[src/rtl/jk_counter_pkg.sv]
// Shared JK excitation encoding, excitation helper and parameter legality check
// for the JK-based modulo counter.
package jk_counter_pkg;

    // {j,k} encodings understood by jk_flip_flop
    localparam logic [1:0] JK_HOLD   = 2'b00;
    localparam logic [1:0] JK_RESET  = 2'b01;
    localparam logic [1:0] JK_SET    = 2'b10;
    localparam logic [1:0] JK_TOGGLE = 2'b11;

    localparam int MIN_WIDTH   = 1;
    localparam int MAX_WIDTH   = 16;
    localparam int MIN_MODULUS = 2;

    // Map a desired next state onto the JK inputs; never yields JK_TOGGLE.
    function automatic logic [1:0] jk_excite(input logic n, input logic q);
        return {n & ~q, ~n & q};
    endfunction

    function automatic bit params_ok(input int width, input int modulus);
        return (width >= MIN_WIDTH) && (width <= MAX_WIDTH) &&
               (modulus >= MIN_MODULUS) && (modulus <= (1 << width));
    endfunction

endpackage

[src/rtl/jk_flip_flop.sv]
// Single JK flip-flop cell with synchronous active-high reset.
module jk_flip_flop
    import jk_counter_pkg::*;
(
    input  logic clock,
    input  logic reset,
    input  logic j,
    input  logic k,
    output logic q,
    output logic q_bar
);

    logic r_q;

    always_ff @(posedge clock) begin
        if (reset) begin
            r_q <= 1'b0;
        end else begin
            case ({j, k})
                JK_RESET:  r_q <= 1'b0;
                JK_SET:    r_q <= 1'b1;
                JK_TOGGLE: r_q <= ~r_q;
                default:   r_q <= r_q;
            endcase
        end
    end

    assign q     = r_q;
    assign q_bar = ~r_q;

endmodule

[src/rtl/jk_mod_counter.sv]
// Modulo-N up/down counter: next-value logic drives JK excitation for a chain
// of jk_flip_flop stages, plus cascade terminal count and load error flag.
module jk_mod_counter
    import jk_counter_pkg::*;
#(
    parameter int WIDTH   = 4,
    parameter int MODULUS = 10
) (
    input  logic             clock,
    input  logic             reset,
    input  logic             enable,
    input  logic             up_down,
    input  logic             load,
    input  logic [WIDTH-1:0] load_value,
    output logic [WIDTH-1:0] count,
    output logic [WIDTH-1:0] count_bar,
    output logic             terminal_count,
    output logic             load_err
);

    generate
        if (!params_ok(WIDTH, MODULUS)) begin : g_bad_params
            $error("jk_mod_counter: illegal WIDTH/MODULUS combination");
        end
    endgenerate

    localparam logic [WIDTH-1:0] MAX_VAL = WIDTH'(MODULUS - 1);
    // One extra bit so MODULUS == 2**WIDTH is representable.
    localparam logic [WIDTH:0]   MOD_EXT = (WIDTH + 1)'(MODULUS);

    logic [WIDTH-1:0] w_q;
    logic [WIDTH-1:0] w_q_bar;
    logic [WIDTH-1:0] w_next;
    logic [WIDTH-1:0] w_j;
    logic [WIDTH-1:0] w_k;
    logic             w_load_ok;
    logic             w_at_max;
    logic             w_at_zero;
    logic             r_load_err;

    assign w_load_ok = ({1'b0, load_value} < MOD_EXT);
    assign w_at_max  = (w_q == MAX_VAL);
    assign w_at_zero = (w_q == '0);

    // Hold falls out naturally: w_next == w_q gives J=K=0 on every stage.
    always_comb begin
        w_next = w_q;
        if (load) begin
            w_next = w_load_ok ? load_value : '0;
        end else if (enable) begin
            if (up_down) begin
                w_next = w_at_max ? '0 : (w_q + WIDTH'(1));
            end else begin
                w_next = w_at_zero ? MAX_VAL : (w_q - WIDTH'(1));
            end
        end
    end

    generate
        for (genvar i = 0; i < WIDTH; i++) begin : g_stage
            assign {w_j[i], w_k[i]} = jk_excite(w_next[i], w_q[i]);

            jk_flip_flop u_ff (
                .clock (clock),
                .reset (reset),
                .j     (w_j[i]),
                .k     (w_k[i]),
                .q     (w_q[i]),
                .q_bar (w_q_bar[i])
            );
        end
    endgenerate

    always_ff @(posedge clock) begin
        if (reset) begin
            r_load_err <= 1'b0;
        end else begin
            r_load_err <= load & ~w_load_ok;
        end
    end

    assign terminal_count = enable & ~reset & ~load &
                            ((up_down & w_at_max) | (~up_down & w_at_zero));

    assign count     = w_q;
    assign count_bar = w_q_bar;
    assign load_err  = r_load_err;

endmodule

[config.mk]
export PLATFORM = sky130hd
export DESIGN_NAME = jk_mod_counter
export DESIGN_NICKNAME = d
export VERILOG_FILES = /design/src/rtl/jk_counter_pkg.sv /design/src/rtl/jk_flip_flop.sv /design/src/rtl/jk_mod_counter.sv
export SDC_FILE = /design/constraint.sdc
export NUM_CORES = 1
export LEC_CHECK = 0
export ABC_AREA = 0
export BUFFER_PORTS_ARGS = -buffer_cell sky130_fd_sc_hd__buf_2
export CAP_MARGIN = 10
export CORE_MARGIN = 1
export CORE_UTILIZATION = 43
export DETAILED_ROUTE_END_ITERATION = 10
export GPL_TIMING_DRIVEN = 0
export PLACE_DENSITY_LB_ADDON = 0.2
export SKIP_LAST_GASP = 1
export SLEW_MARGIN = 5
export SYNTH_ARGS = -nofsm -noshare
export SYNTH_HDL_FRONTEND = slang
export SYNTH_SLANG_ARGS = --single-unit
[constraint.sdc]
create_clock -name clock -period 3 [get_ports clock]
set_input_delay 0 -clock clock [delete_from_list [all_inputs] [get_ports clock]]
set_output_delay 0 -clock clock [all_outputs]
set_load 0.01 [all_outputs]
Word-level counts from Yosys, hierarchy flattened:

Index checks and enable logic that the tools add are counted.

* register bits: 5
* word-level logic and storage cells: 63
* input port bits: 9

* equal/unequal tests: 13
* $add $sub $neg: 2
* order comparisons: 1
* muxes and demuxes: 10
* bitwise logic cells: 27
* reduce and logical (&&, ||, !) cells: 5

Operators with widths (number)
* $mux W4: 6
* $eq A2 B2 Y1 const B: 8
* $and A1 B1 Y1: 14
* $not A1 Y1: 12
* $pmux W1 S3: 4
* $reduce_bool A3 Y1: 4
* $eq A2 B1 Y1 const B: 4
* $add A4 B1 Y4 const B: 1
* $eq A4 B4 Y1 const B: 1
* $logic_not A4 Y1: 1
* $lt A4 B4 Y1 const B: 1
* $sub A4 B1 Y4 const B: 1
* $or A1 B1 Y1: 1

Depth between registers and ports, before layout:

* depth after elaboration: 9
* gate-level depth with buffers: 9
* mapped depth without buffers: 9

Cells and area by module:

From an unflattened synthesis, not the netlist that was laid out.

* cells, all modules: 78
* area total of the unflattened synthesis: 516.7 µm²

Modules (own cells, without submodules)
* jk_mod_counter: area an instance 376.6 µm², cells each 62, instances 1, seq. area each 20.0 µm²
* jk_flip_flop: area an instance 35.0 µm², cells each 4, instances 4, seq. area each 20.0 µm²

Worst setup path after synthesis:

No wires, ideal clock.

* path type: register to register
* start: register g_stage[0].u_ff.r_q
* end: register g_stage[3].u_ff.r_q
* stages on the path, launching flop included: 10
* data required time: 2886 ps
* path slack: 879 ps
* arrival time: 2006 ps
* cell sequence: dfxtp_1 > inv_1 > ha_1 > o21bai_1 > a311oi_1 > a2111oi_0 > a311o_1 > ha_1 > mux2i_1 > nor2_1

* word-level cells in the longest chain between the ends: 9
* elaborated cells on any way between the ends: 17

Ends and longest elaborated chain
* from (decl): RTL line jk_flip_flop.sv:13 `logic r_q;`
* from (signal assigned): RTL line jk_flip_flop.sv:22 `JK_TOGGLE: r_q <= ~r_q;`
* from (signal assigned): RTL line jk_flip_flop.sv:23 `default: r_q <= r_q;`
* $sub A4 B1 Y4, or another cell as far along: RTL line jk_mod_counter.sv:54 `w_next = w_at_zero ? MAX_VAL : (w_q - WIDTH'(1));`
* $mux W4, on equally long branches: RTL line jk_mod_counter.sv:54, jk_mod_counter.sv:52
* $mux W4 *: RTL line jk_mod_counter.sv:51 `if (up_down) begin`
* $mux W4 *: RTL line jk_mod_counter.sv:50 `end else if (enable) begin`
* $mux W4 *: RTL line jk_mod_counter.sv:48 `if (load) begin`
* $not A1 Y1: RTL line jk_counter_pkg.sv:17 `return {n & ~q, ~n & q};`
* $and A1 B1 Y1: RTL line jk_counter_pkg.sv:17
* $eq A2 B2 Y1 / $eq A2 B1 Y1 (equally long branches): RTL line jk_flip_flop.sv:19 `case ({j, k})`
* $pmux W1 S3 / $reduce_bool A3 Y1 (equally long branches)
* to (signal assigned): RTL line jk_flip_flop.sv:22
* to (signal assigned): RTL line jk_flip_flop.sv:23
* to (decl): RTL line jk_flip_flop.sv:13

Mark *: on every way between the ends. The rest lies on a longest branch, timed or not.
A chain may end at the register's enable or synchronous reset.

Worst setup path in the final report:

Ends and elaborated chain as after synthesis.

==> flow_summary.toml <==
[status]
status = "complete, no violations"

[floorplan]
core_um2 = 1170
rows = 12
start_util_pct = 48.7
fp.dieW_um = 38.4
dieArea_um2 = 1480
ioPinCount = 19
die_y_um = 38.4

[clocking]
tritoncts = "built"
root_buffer = "clkbuf_4"
clkSinkCount = 5
ctsHoldBuffers = 0
cts_inserted_buffers = 3
post_cts_buffers = 0
cts_resized = 0
htree_levels = 1
clk_latency_ps = 240
cts_max_path_buffers = 2
clkSlewWorstSetupHoldPaths_ps = 40

[power]
leakagePower_nw = 0.339
p_seq_share_pct = 30.0
ir_drop_uv = 233
cellPowerDensity_nw_per_um2 = 391
switching_share_pct = 33.4
clock_power_share_pct = 28.3
p_comb_share_pct = 41.7
p_int_uw = 182
switchingPower_uw = 91.3

[synth]
synth_area_um2 = 571
synth_edf_count = 0
synth_seq_area_share_pct = 17.5
synth_top_cell_by_area = "dfxtp_1"
ys_seq_elements = 5
syn_avg_cell_area_um2 = 8.27
synth.distinct_cells = 31
yosysWarnings = 0
synth.top_cell.area_share_pct = 17.5
synthArstFlopShare_pct = 0
synth_area_leaders = "dfxtp_1, ha_1, buf_4"
synthCells = 69
syn_nets = 86
synthFlopType = "dfxtp_1"

[placed_design]
io_buffer_count = 17
place_congestion = 0.774
dpl.hpwl_um = 873

[critical_path]
cp-start-kind = "register"
critPathArrivalTime_ps = 2520
crit_start = "g_stage[0].u_ff.q$_SDFFE_PP0P_"
reg2reg_from = "g_stage[0].u_ff.q$_SDFFE_PP0P_"
r2r_setup_slack_ps = 600
crit_path_end = "g_stage[3].u_ff.q$_SDFFE_PP0P_"
r2r_cells = 9
cp.required_ps = 3130
cp_max_fo = 10
r2r_end = "g_stage[3].u_ff.q$_SDFFE_PP0P_"
crit_type = "reg -> reg"
crit_path_end_kind = "register"

[finish]
area_growth_pct = 22.6
layout-drive-gt1-share_pct = 33.3
n_antenna_cell = 0
final_nets = 108
utilization_pct = 59.7

[global_routing]
antenna_found_initial = 0
grt_util_all_layers_pct = 17.6
gr-total-overflow = 0
grt_max_degree = 11
grt_pass1_vias = 414
grt_pass1_wl_um = 1820

[drt]
wl_per_cell_um = 10.8
vias = 549
vias_per_cell = 5.28
firstDrtPassIters = 4
wl_um = 1130
drt_iter0_markers = 9
drc_errors = 0
ant_nets = 0

[timing]
tightest_slew_ps = 472
slew_viol_final = 0
setup_tns_ps = 0
slew_headroom_pct = 67.8
fin_crit_ps = 2400
setup_viol = 0
hold_violations = 0
period_share_pct = 79.8
rsz0062_at_grt = "no"
clock_skew_ps = 1.55
fmax_mhz = 418

[min_path]
hp-class = "in -> reg"
hp-start = "reset"

[flow_run]
cap_violations = 0
## metal layers
metal | vias to the layer above | track usage (%) | wire length [µm]
met1 | 243 | 25.2 | 567
met5 | - | 0 | 0
met3 | 2 | 1.74 | 68
met2 | 21 | 26.3 | 482
met4 | 0 | 7.76 | 9
li1 | 283 | - | -
## cell families (layout without fill, tap and decap cells)
kind of cell,Yosys count,in the layout,share of synthesized area (%)
compound gates,15,15,18.6
xor+xnor,2,2,3.07
fa+ha+maj,8,8,17.5
buf+inv,14,35,15.8
flops,5,5,17.5
mux,5,5,8.99
simple gates,20,20,18.4
## cell type report
type,instances,area (µm²)
plain buffers,10,75.1
fillers,125,472
repair buffers,17,85.1
well taps,14,17.5
multi-input cells,50,380
clock buffers,4,26.3
inverters,4,15.0
flip-flops and latches,5,100
## worst min-delay path by stage
| stage | endpoint | cells after the start |
|---|---|---|
| after global routing | g_stage[2].u_ff.q$_SDFFE_PP0P_ | 2 |
| after detailed placement | g_stage[1].u_ff.q$_SDFFE_PP0P_ | 2 |
| after CTS | g_stage[0].u_ff.q$_SDFFE_PP0P_ | 2 |
| after global placement | g_stage[1].u_ff.q$_SDFFE_PP0P_ | 2 |
| after floorplan | terminal_count | 1 |
| final | g_stage[3].u_ff.q$_SDFFE_PP0P_ | 2 |
## sequential cells by signal, indices dropped and copies added, names as in the netlist
signal and flops:
g_stage.u_ff.q 4, load_err 1
## power by group through the flow
stage	registers, mW	logic, mW	clock network (mW)
final	0.0819	0.114	0.0773
after CTS	0.0820	0.115	0.0800
after global placement	0.0829	0.113	0
after floorplan	0.0808	0.0849	0
after global routing	0.0828	0.129	0.0840
after detailed placement	0.0832	0.114	0
## cells in the final DEF, fill, tap and decap left out, types with 3 or more instances in the layout
cell type / instances
mux2i_1: 4
buf_4: 8
dfxtp_1: 5
nand2b_1: 3
inv_1: 4
buf_2: 17
clkbuf_4: 3
ha_1: 8
nor2_1: 7
## synthesized netlist by cell type, drive strengths merged, types with 2 or more instances
cell    count
nand3       2
nor2        7
dfxtp       5
nand2       2
mux2i       4
buf         9
a21oi       2
inv         4
o21ai       4
a311oi      2
ha          8
nand2b      3
## stage by stage
step / hold WS, ps / cell area [µm²] / power [mW] / setup slack [ps] / instances
after global placement: 266 / 673 / 0.196 / 657 / 100
after CTS: 17.9 / 699 / 0.277 / 593 / 104
final: 21.7 / 699 / 0.273 / 605 / 104
after detailed placement: 275 / 673 / 0.197 / 612 / 100
after global routing: 21.9 / 699 / 0.296 / 448 / 104
after floorplan: 52.9 / 571 / 0.166 / 879 / 69
## worst max-delay path: stages (launching register included)
cell and delay [ps]:
dfxtp_1 510, inv_1 180, ha_1 240, o21bai_1 150
a311oi_1 290, a2111oi_0 120, a311o_1 290, ha_1 290
mux2i_1 180, nor2_1 50
No activity file was read; power rests on OpenSTA's default activity.
